--- config.mk ---
export PLATFORM = sky130hd
export DESIGN_NAME = pong_ball_flat
export DESIGN_NICKNAME = d
export VERILOG_FILES = /design/src/rtl/pong_ball_if.sv /design/src/rtl/pong_ball.sv /design/src/flat_wrapper.sv
export SDC_FILE = /design/constraint.sdc
export NUM_CORES = 1
export LEC_CHECK = 0
export BUFFER_PORTS_ARGS = -buffer_cell sky130_fd_sc_hd__buf_2
export CAP_MARGIN = 20
export CORE_UTILIZATION = 50
export DETAILED_ROUTE_END_ITERATION = 7
export PLACE_DENSITY = 0.73
export SLEW_MARGIN = 20
export SYNTH_ARGS = -nofsm -noshare
export SYNTH_HDL_FRONTEND = slang
export SYNTH_SLANG_ARGS = --single-unit
export TNS_END_PERCENT = 20
--- constraint.sdc ---
create_clock -name clk -period 2.8 [get_ports clk]
set_input_delay 0.28 -clock clk [delete_from_list [all_inputs] [get_ports clk]]
set_output_delay 0.28 -clock clk [all_outputs]
set_load 0.05 [all_outputs]
--- src/rtl/pong_ball_if.sv ---
// Raster-side video bundle between the hvsync generator and the pong ball renderer.
// The hvsync side drives the raster counters and receives the colour bits.
interface pong_ball_if;
    logic [9:0] CounterX;
    logic [8:0] CounterY;
    logic       DisplayArea;
    logic       vgaRed;
    logic       vgaGreen;
    logic       vgaBlue;

    modport master (
        output CounterX,
        output CounterY,
        output DisplayArea,
        input  vgaRed,
        input  vgaGreen,
        input  vgaBlue
    );

    modport slave (
        input  CounterX,
        input  CounterY,
        input  DisplayArea,
        output vgaRed,
        output vgaGreen,
        output vgaBlue
    );
endinterface

--- src/rtl/pong_ball.sv ---
// Pong ball engine: once-per-frame ball motion with wall/paddle bounces and miss counting,
// plus the registered 1-bit RGB pixel renderer for border, paddle and ball.
module pong_ball #(
    parameter int BALL_SIZE    = 16,
    parameter int SPEED        = 2,
    parameter int PADDLE_Y     = 464,
    parameter int PADDLE_W     = 80,
    parameter int BORDER       = 8,
    parameter int SERVE_FRAMES = 60
) (
    input  logic             clk,
    input  logic             reset,
    pong_ball_if.slave       vga,
    input  logic [8:0]       PaddlePosition,
    output logic [9:0]       ball_x,
    output logic [8:0]       ball_y,
    output logic [3:0]       miss_count,
    output logic             playing
);
    localparam int          CW         = $clog2(SERVE_FRAMES + 1);
    localparam logic [10:0] SIZE       = 11'(BALL_SIZE);
    localparam logic [10:0] SPD        = 11'(SPEED);
    localparam logic [10:0] BRD        = 11'(BORDER);
    localparam logic [10:0] RIGHT_WALL = 11'(640 - BORDER);
    localparam logic [10:0] PAD_Y      = 11'(PADDLE_Y);
    localparam logic [10:0] PAD_W      = 11'(PADDLE_W);
    localparam logic [10:0] PAD_H      = 11'd8;
    localparam logic [10:0] FIELD_H    = 11'd480;
    localparam logic [9:0]  CENTRE_X   = 10'(320 - BALL_SIZE / 2);
    localparam logic [8:0]  CENTRE_Y   = 9'(240 - BALL_SIZE / 2);
    localparam logic [CW-1:0] SERVE_LAST = CW'(SERVE_FRAMES - 1);

    typedef enum logic [1:0] {SERVE = 2'd0, PLAY = 2'd1, MISS = 2'd2} state_t;

    state_t        state_r;
    logic [CW-1:0] serve_cnt_r;
    logic [9:0]    ball_x_r;
    logic [8:0]    ball_y_r;
    logic          dx_r;
    logic          dy_r;
    logic [3:0]    miss_count_r;
    logic          playing_r;
    logic          red_r;
    logic          green_r;
    logic          blue_r;

    logic          tick_s;
    logic [10:0]   x_ext_s;
    logic [10:0]   y_ext_s;
    logic [10:0]   pad_ext_s;
    logic [10:0]   x_next_s;
    logic [10:0]   y_next_s;
    logic          dx_next_s;
    logic          dy_next_s;
    logic          miss_s;
    logic [10:0]   cx_s;
    logic [10:0]   cy_s;
    logic          border_s;
    logic          paddle_s;
    logic          ball_s;

    // The tick lands at the start of vertical blanking so rendering never sees a half-moved ball.
    assign tick_s    = (vga.CounterX == 10'd0) && (vga.CounterY == 9'd480);
    assign x_ext_s   = {1'b0, ball_x_r};
    assign y_ext_s   = {2'b0, ball_y_r};
    assign pad_ext_s = {2'b0, PaddlePosition};

    // Next ball position and direction for a PLAY tick; X and Y are resolved independently.
    always_comb begin
        x_next_s  = x_ext_s;
        y_next_s  = y_ext_s;
        dx_next_s = dx_r;
        dy_next_s = dy_r;
        miss_s    = 1'b0;
        if (dx_r) begin
            if (x_ext_s + SPD + SIZE > RIGHT_WALL) begin
                x_next_s  = RIGHT_WALL - SIZE;
                dx_next_s = 1'b0;
            end else begin
                x_next_s  = x_ext_s + SPD;
                dx_next_s = 1'b1;
            end
        end else begin
            if (x_ext_s < BRD + SPD) begin
                x_next_s  = BRD;
                dx_next_s = 1'b1;
            end else begin
                x_next_s  = x_ext_s - SPD;
                dx_next_s = 1'b0;
            end
        end
        if (!dy_r) begin
            if (y_ext_s < BRD + SPD) begin
                y_next_s  = BRD;
                dy_next_s = 1'b1;
            end else begin
                y_next_s  = y_ext_s - SPD;
                dy_next_s = 1'b0;
            end
        end else begin
            if ((y_ext_s + SIZE <= PAD_Y) && (y_ext_s + SPD + SIZE > PAD_Y) &&
                (x_ext_s + SIZE > pad_ext_s) && (x_ext_s < pad_ext_s + PAD_W)) begin
                y_next_s  = PAD_Y - SIZE;
                dy_next_s = 1'b0;
            end else if (y_ext_s + SPD >= FIELD_H) begin
                miss_s    = 1'b1;
            end else begin
                y_next_s  = y_ext_s + SPD;
                dy_next_s = 1'b1;
            end
        end
    end

    // Game FSM: serve delay, per-frame motion, one-clock miss handling.
    always_ff @(posedge clk) begin
        if (reset) begin
            state_r      <= SERVE;
            serve_cnt_r  <= '0;
            ball_x_r     <= CENTRE_X;
            ball_y_r     <= CENTRE_Y;
            dx_r         <= 1'b1;
            dy_r         <= 1'b0;
            miss_count_r <= 4'd0;
            playing_r    <= 1'b0;
        end else begin
            case (state_r)
                SERVE: begin
                    if (tick_s) begin
                        if (serve_cnt_r == SERVE_LAST) begin
                            serve_cnt_r <= '0;
                            state_r     <= PLAY;
                            playing_r   <= 1'b1;
                        end else begin
                            serve_cnt_r <= serve_cnt_r + CW'(1);
                        end
                    end
                end
                PLAY: begin
                    if (tick_s) begin
                        ball_x_r <= x_next_s[9:0];
                        dx_r     <= dx_next_s;
                        if (miss_s) begin
                            state_r   <= MISS;
                            playing_r <= 1'b0;
                        end else begin
                            ball_y_r <= y_next_s[8:0];
                            dy_r     <= dy_next_s;
                        end
                    end
                end
                MISS: begin
                    if (miss_count_r != 4'd15) begin
                        miss_count_r <= miss_count_r + 4'd1;
                    end
                    ball_x_r  <= CENTRE_X;
                    ball_y_r  <= CENTRE_Y;
                    dy_r      <= 1'b0;
                    dx_r      <= ~dx_r;
                    state_r   <= SERVE;
                    playing_r <= 1'b0;
                end
                default: begin
                    state_r   <= SERVE;
                    playing_r <= 1'b0;
                end
            endcase
        end
    end

    assign cx_s = {1'b0, vga.CounterX};
    assign cy_s = {2'b0, vga.CounterY};

    // Object coverage of the current raster pixel.
    always_comb begin
        border_s = (cx_s < BRD) || (cx_s >= RIGHT_WALL) || (cy_s < BRD);
        paddle_s = (cy_s >= PAD_Y) && (cy_s < PAD_Y + PAD_H) &&
                   (cx_s >= pad_ext_s) && (cx_s < pad_ext_s + PAD_W);
        ball_s   = (cx_s >= x_ext_s) && (cx_s < x_ext_s + SIZE) &&
                   (cy_s >= y_ext_s) && (cy_s < y_ext_s + SIZE);
    end

    // Registered colour outputs, blanked outside the visible area.
    always_ff @(posedge clk) begin
        if (reset) begin
            red_r   <= 1'b0;
            green_r <= 1'b0;
            blue_r  <= 1'b0;
        end else begin
            red_r   <= vga.DisplayArea & (border_s | ball_s);
            green_r <= vga.DisplayArea & (paddle_s | ball_s);
            blue_r  <= vga.DisplayArea & ball_s;
        end
    end

    assign vga.vgaRed   = red_r;
    assign vga.vgaGreen = green_r;
    assign vga.vgaBlue  = blue_r;
    assign ball_x       = ball_x_r;
    assign ball_y       = ball_y_r;
    assign miss_count   = miss_count_r;
    assign playing      = playing_r;
endmodule

--- src/flat_wrapper.sv ---
// flat-port wrapper written by rule: the top's interface ports become plain ports
module pong_ball_flat 
#(
    parameter int BALL_SIZE    = 16,
    parameter int SPEED        = 2,
    parameter int PADDLE_Y     = 464,
    parameter int PADDLE_W     = 80,
    parameter int BORDER       = 8,
    parameter int SERVE_FRAMES = 60
)
  (clk, reset, PaddlePosition, ball_x, ball_y, miss_count, playing, vga_CounterX, vga_CounterY, vga_DisplayArea, vga_vgaRed, vga_vgaGreen, vga_vgaBlue);
  pong_ball_if vga_i ();
  input  logic clk;
  input  logic reset;
  input  logic [8:0] PaddlePosition;
  output logic [9:0] ball_x;
  output logic [8:0] ball_y;
  output logic [3:0] miss_count;
  output logic playing;
  input wire logic [$bits(vga_i.CounterX)-1:0] vga_CounterX;
  input wire logic [$bits(vga_i.CounterY)-1:0] vga_CounterY;
  input wire logic [$bits(vga_i.DisplayArea)-1:0] vga_DisplayArea;
  output wire logic [$bits(vga_i.vgaRed)-1:0] vga_vgaRed;
  output wire logic [$bits(vga_i.vgaGreen)-1:0] vga_vgaGreen;
  output wire logic [$bits(vga_i.vgaBlue)-1:0] vga_vgaBlue;
  assign vga_i.CounterX = vga_CounterX;
  assign vga_i.CounterY = vga_CounterY;
  assign vga_i.DisplayArea = vga_DisplayArea;
  assign vga_vgaRed = vga_i.vgaRed;
  assign vga_vgaGreen = vga_i.vgaGreen;
  assign vga_vgaBlue = vga_i.vgaBlue;
  pong_ball #(.BALL_SIZE(BALL_SIZE), .SPEED(SPEED), .PADDLE_Y(PADDLE_Y), .PADDLE_W(PADDLE_W), .BORDER(BORDER), .SERVE_FRAMES(SERVE_FRAMES)) u_core (.clk(clk), .reset(reset), .vga(vga_i), .PaddlePosition(PaddlePosition), .ball_x(ball_x), .ball_y(ball_y), .miss_count(miss_count), .playing(playing));
endmodule
==> results.json <==
{
  "instances_no_fill": 761,
  "avgSynthCellArea_um2": 7.66,
  "antenna_cells": 0,
  "post-place-ws_ns": -0.0839,
  "maxSlewHeadroom_pct": 53.6,
  "hold_buffers": 0,
  "worstMarginPinSlew_ns": 0.694,
  "yosys.area.top_type_share_pct": 21.4,
  "synth_area_leaders": "ha_1 (21%), dfxtp_1 (16%), xnor2_1 (4.8%), o21ai_0 (4.2%), a21oi_1 (4.1%)",
  "async_flop_share_pct": 0,
  "num_vias": 4615,
  "final_core_util_pct": 64.1,
  "hold_class": "input port to flop",
  "drt_iter0_drc": 264,
  "gr-usage-all-layers_pct": 30.7,
  "wl_um": 13900,
  "layout.nets": 761,
  "syn_inst": 571,
  "cts_tree": "built",
  "path_clk_slew_ns": 0.08,
  "finalCritPeriodShare_pct": 101,
  "period_minus_slack_ns": 2.83,
  "timing.final.ws_setup_ns": -0.0259,
  "rr_startpoint": "u_core.ball_y[1]",
  "die_w_um": 95.5,
  "synth_top_cell_by_area": "ha_1",
  "die_h_um": 95.5,
  "drc": 0,
  "grt_pass1_wl_um": 21700,
  "ys_seq_area_share_pct": 15.6,
  "final_cell_area_mm2": 0.00534,
  "overflow": 0,
  "leakage_nw": 2.43,
  "die-area_mm2": 0.00913,
  "dp.cells": 740,
  "clockBufferDepth": 2,
  "rsz0062_at_grt": "yes",
  "grt_max_degree": 19,
  "status": "finished, violations left",
  "synth_edf_count": 0,
  "synth_ff_type": "dfxtp_1",
  "hold_path_startpoint": "vga_DisplayArea",
  "antenna_left": 0,
  "syn_area_mm2": 0.00438,
  "area_delta_synth_final_pct": 22.1,
  "p_per_area_mw_per_mm2": 238,
  "finalHoldViolCount": 0,
  "fmaxAchievable_mhz": 354,
  "cts_sinks": 34,
  "synth.distinct_cells": 74,
  "totalPowerFinal_mw": 1.27,
  "critPathRequiredTime_ns": 2.97,
  "place_congestion": 1.00,
  "cp-startpoint": "u_core.ball_y[1]",
  "critPathMaxFanout": 7,
  "tns_ns": -0.0378,
  "crit_type": "flop to flop",
  "cts-root-buf": "clkbuf_8",
  "grt_pass1_vias": 4399,
  "placed_cell_area_mm2": 0.00494,
  "irDropWorstVdd_uv": 219,
  "ys_warn_count": 0,
  "violations": "setup timing",
  "fp.coreArea_mm2": 0.00834,
  "hpwl_um": 10600,
  "endpoint_kind": "flop",
  "synth_seq_cells": 34,
  "std_cell_rows": 33,
  "vias_per_cell": 6.06,
  "port_buffers": 55,
  "start_util_pct": 52.5,
  "cts_made_buffers": 5,
  "finalSetupViolCount": 2,
  "io_pins": 58,
  "skew_ns": 0.00744,
  "rr_worst_depth": 12,
  "drv_cap": 0,
  "holdPathStages": 3,
  "hold_ws_ns": 0.325,
  "drv_slew": 0,
  "firstDrtPassIters": 5,
  "htree_num_levels": 2,
  "clk_latency_ns": 0.29,
  "grt_antenna_before_repair": 0,
  "drive_above_1_share_pct": 24.7,
  "critPathArrivalTime_ns": 3.00,
  "critPathLaunchType": "flop",
  "post_drt_wl_per_cell_um": 18.2
}
## cells by family after synthesis
logic type / synth area share (%)
buffers and inverters: 7.44
multiplexers: 0.686
adder cells (fa/ha/maj): 21.7
XOR/XNOR: 6.69
AO/OA/AOI/OAI: 22.9
flip-flops: 15.6
AND/OR/NAND/NOR: 24.9
other: 0.0857
## timing repair
item,CTS,global route
pin swaps,3,23
resized for setup,3,26
endpoints found under the setup margin,3,11
buffers inserted,1,12
## flip-flops by register name (all words and copies together), names as in the netlist, 4 cells and up
| name | flops |
|---|---|
| u_core.ball_x | 9 |
| u_core.ball_y | 8 |
| u_core.serve_cnt_r | 6 |
| u_core.miss_count | 4 |
## metal layers
layer	up-vias	track usage (%)	routed length, um
met3	40	3.59	746
li1	2259	-	-
met2	170	54.3	6840
met4	0	11.6	414
met5	-	0	0
met1	2146	37.7	5860
## worst max-delay path: stages, from the launching register on
cell	delay, ns
dfxtp_4	0.37
ha_2	0.19
nand3_2	0.10
xnor2_2	0.28
inv_1	0.12
ha_1	0.21
o211a_1	0.16
a211o_1	0.29
nor3_1	0.28
a21o_4	0.17
a41oi_4	0.18
a221oi_2	0.27
a211oi_2	0.08
## final cells by class
| cell class | count | area (um^2) |
|---|---|---|
| Timing Repair Buffer | 103 | 636 |
| Clock buffer | 5 | 68.8 |
| Fill cell | 754 | 3000 |
| Clock inverter | 3 | 68.8 |
| Multi-Input combinational cell | 465 | 3550 |
| Sequential cell | 34 | 707 |
| Inverter | 46 | 179 |
| Tap cell | 105 | 131 |
## Yosys cell counts, types with 4 or more instances
master	number
or4_1	5
o31ai_1	7
or3_1	5
a21oi_1	36
a21o_1	4
o21a_1	9
buf_4	7
dfxtp_1	34
a211oi_1	7
a31oi_1	6
ha_1	75
and3_1	8
xnor2_1	24
nand4_1	9
inv_1	44
xor2_1	5
nand2_1	46
nor2_1	36
nor4_1	5
nand2b_1	7
buf_2	12
nand3b_1	4
nand3_1	31
o21ai_0	37
nor2b_1	7
nor3_1	20
clkbuf_1	7
o211ai_1	8
## power by group
part | total [mW] | internal (mW) | switching [mW] | leakage (nW)
clock | 0.568 | 0.357 | 0.211 | 0.0683
sequential | 0.478 | 0.478 | 0.000206 | 0.278
combinational | 0.226 | 0.0931 | 0.133 | 2.09
## layout by cell type, fill, tap and decap left out, types with 6 or more instances in the layout
| cell | count |
|---|---|
| nand2_1 | 45 |
| nand3_1 | 28 |
| dfxtp_1 | 25 |
| nor2_1 | 36 |
| a31oi_1 | 6 |
| ha_1 | 73 |
| a21oi_1 | 34 |
| and3_1 | 8 |
| dfxtp_4 | 6 |
| nand4_1 | 9 |
| xnor2_1 | 21 |
| buf_2 | 55 |
| o21ai_0 | 37 |
| nor3_1 | 19 |
| nor2b_1 | 7 |
| inv_1 | 43 |
| o21a_1 | 9 |
| nand2b_1 | 7 |
| buf_4 | 48 |
| o211ai_1 | 8 |
## final timing paths
path	endpoint	slack [ns]
hold reg to reg	u_core.miss_count[1]	0.51
setup reg to reg	u_core.ball_y[8]	-0.03
hold / removal	u_core.vga.vgaRed	0.33
setup / recovery	u_core.ball_y[8]	-0.03
(Power assumes the default switching activity.)
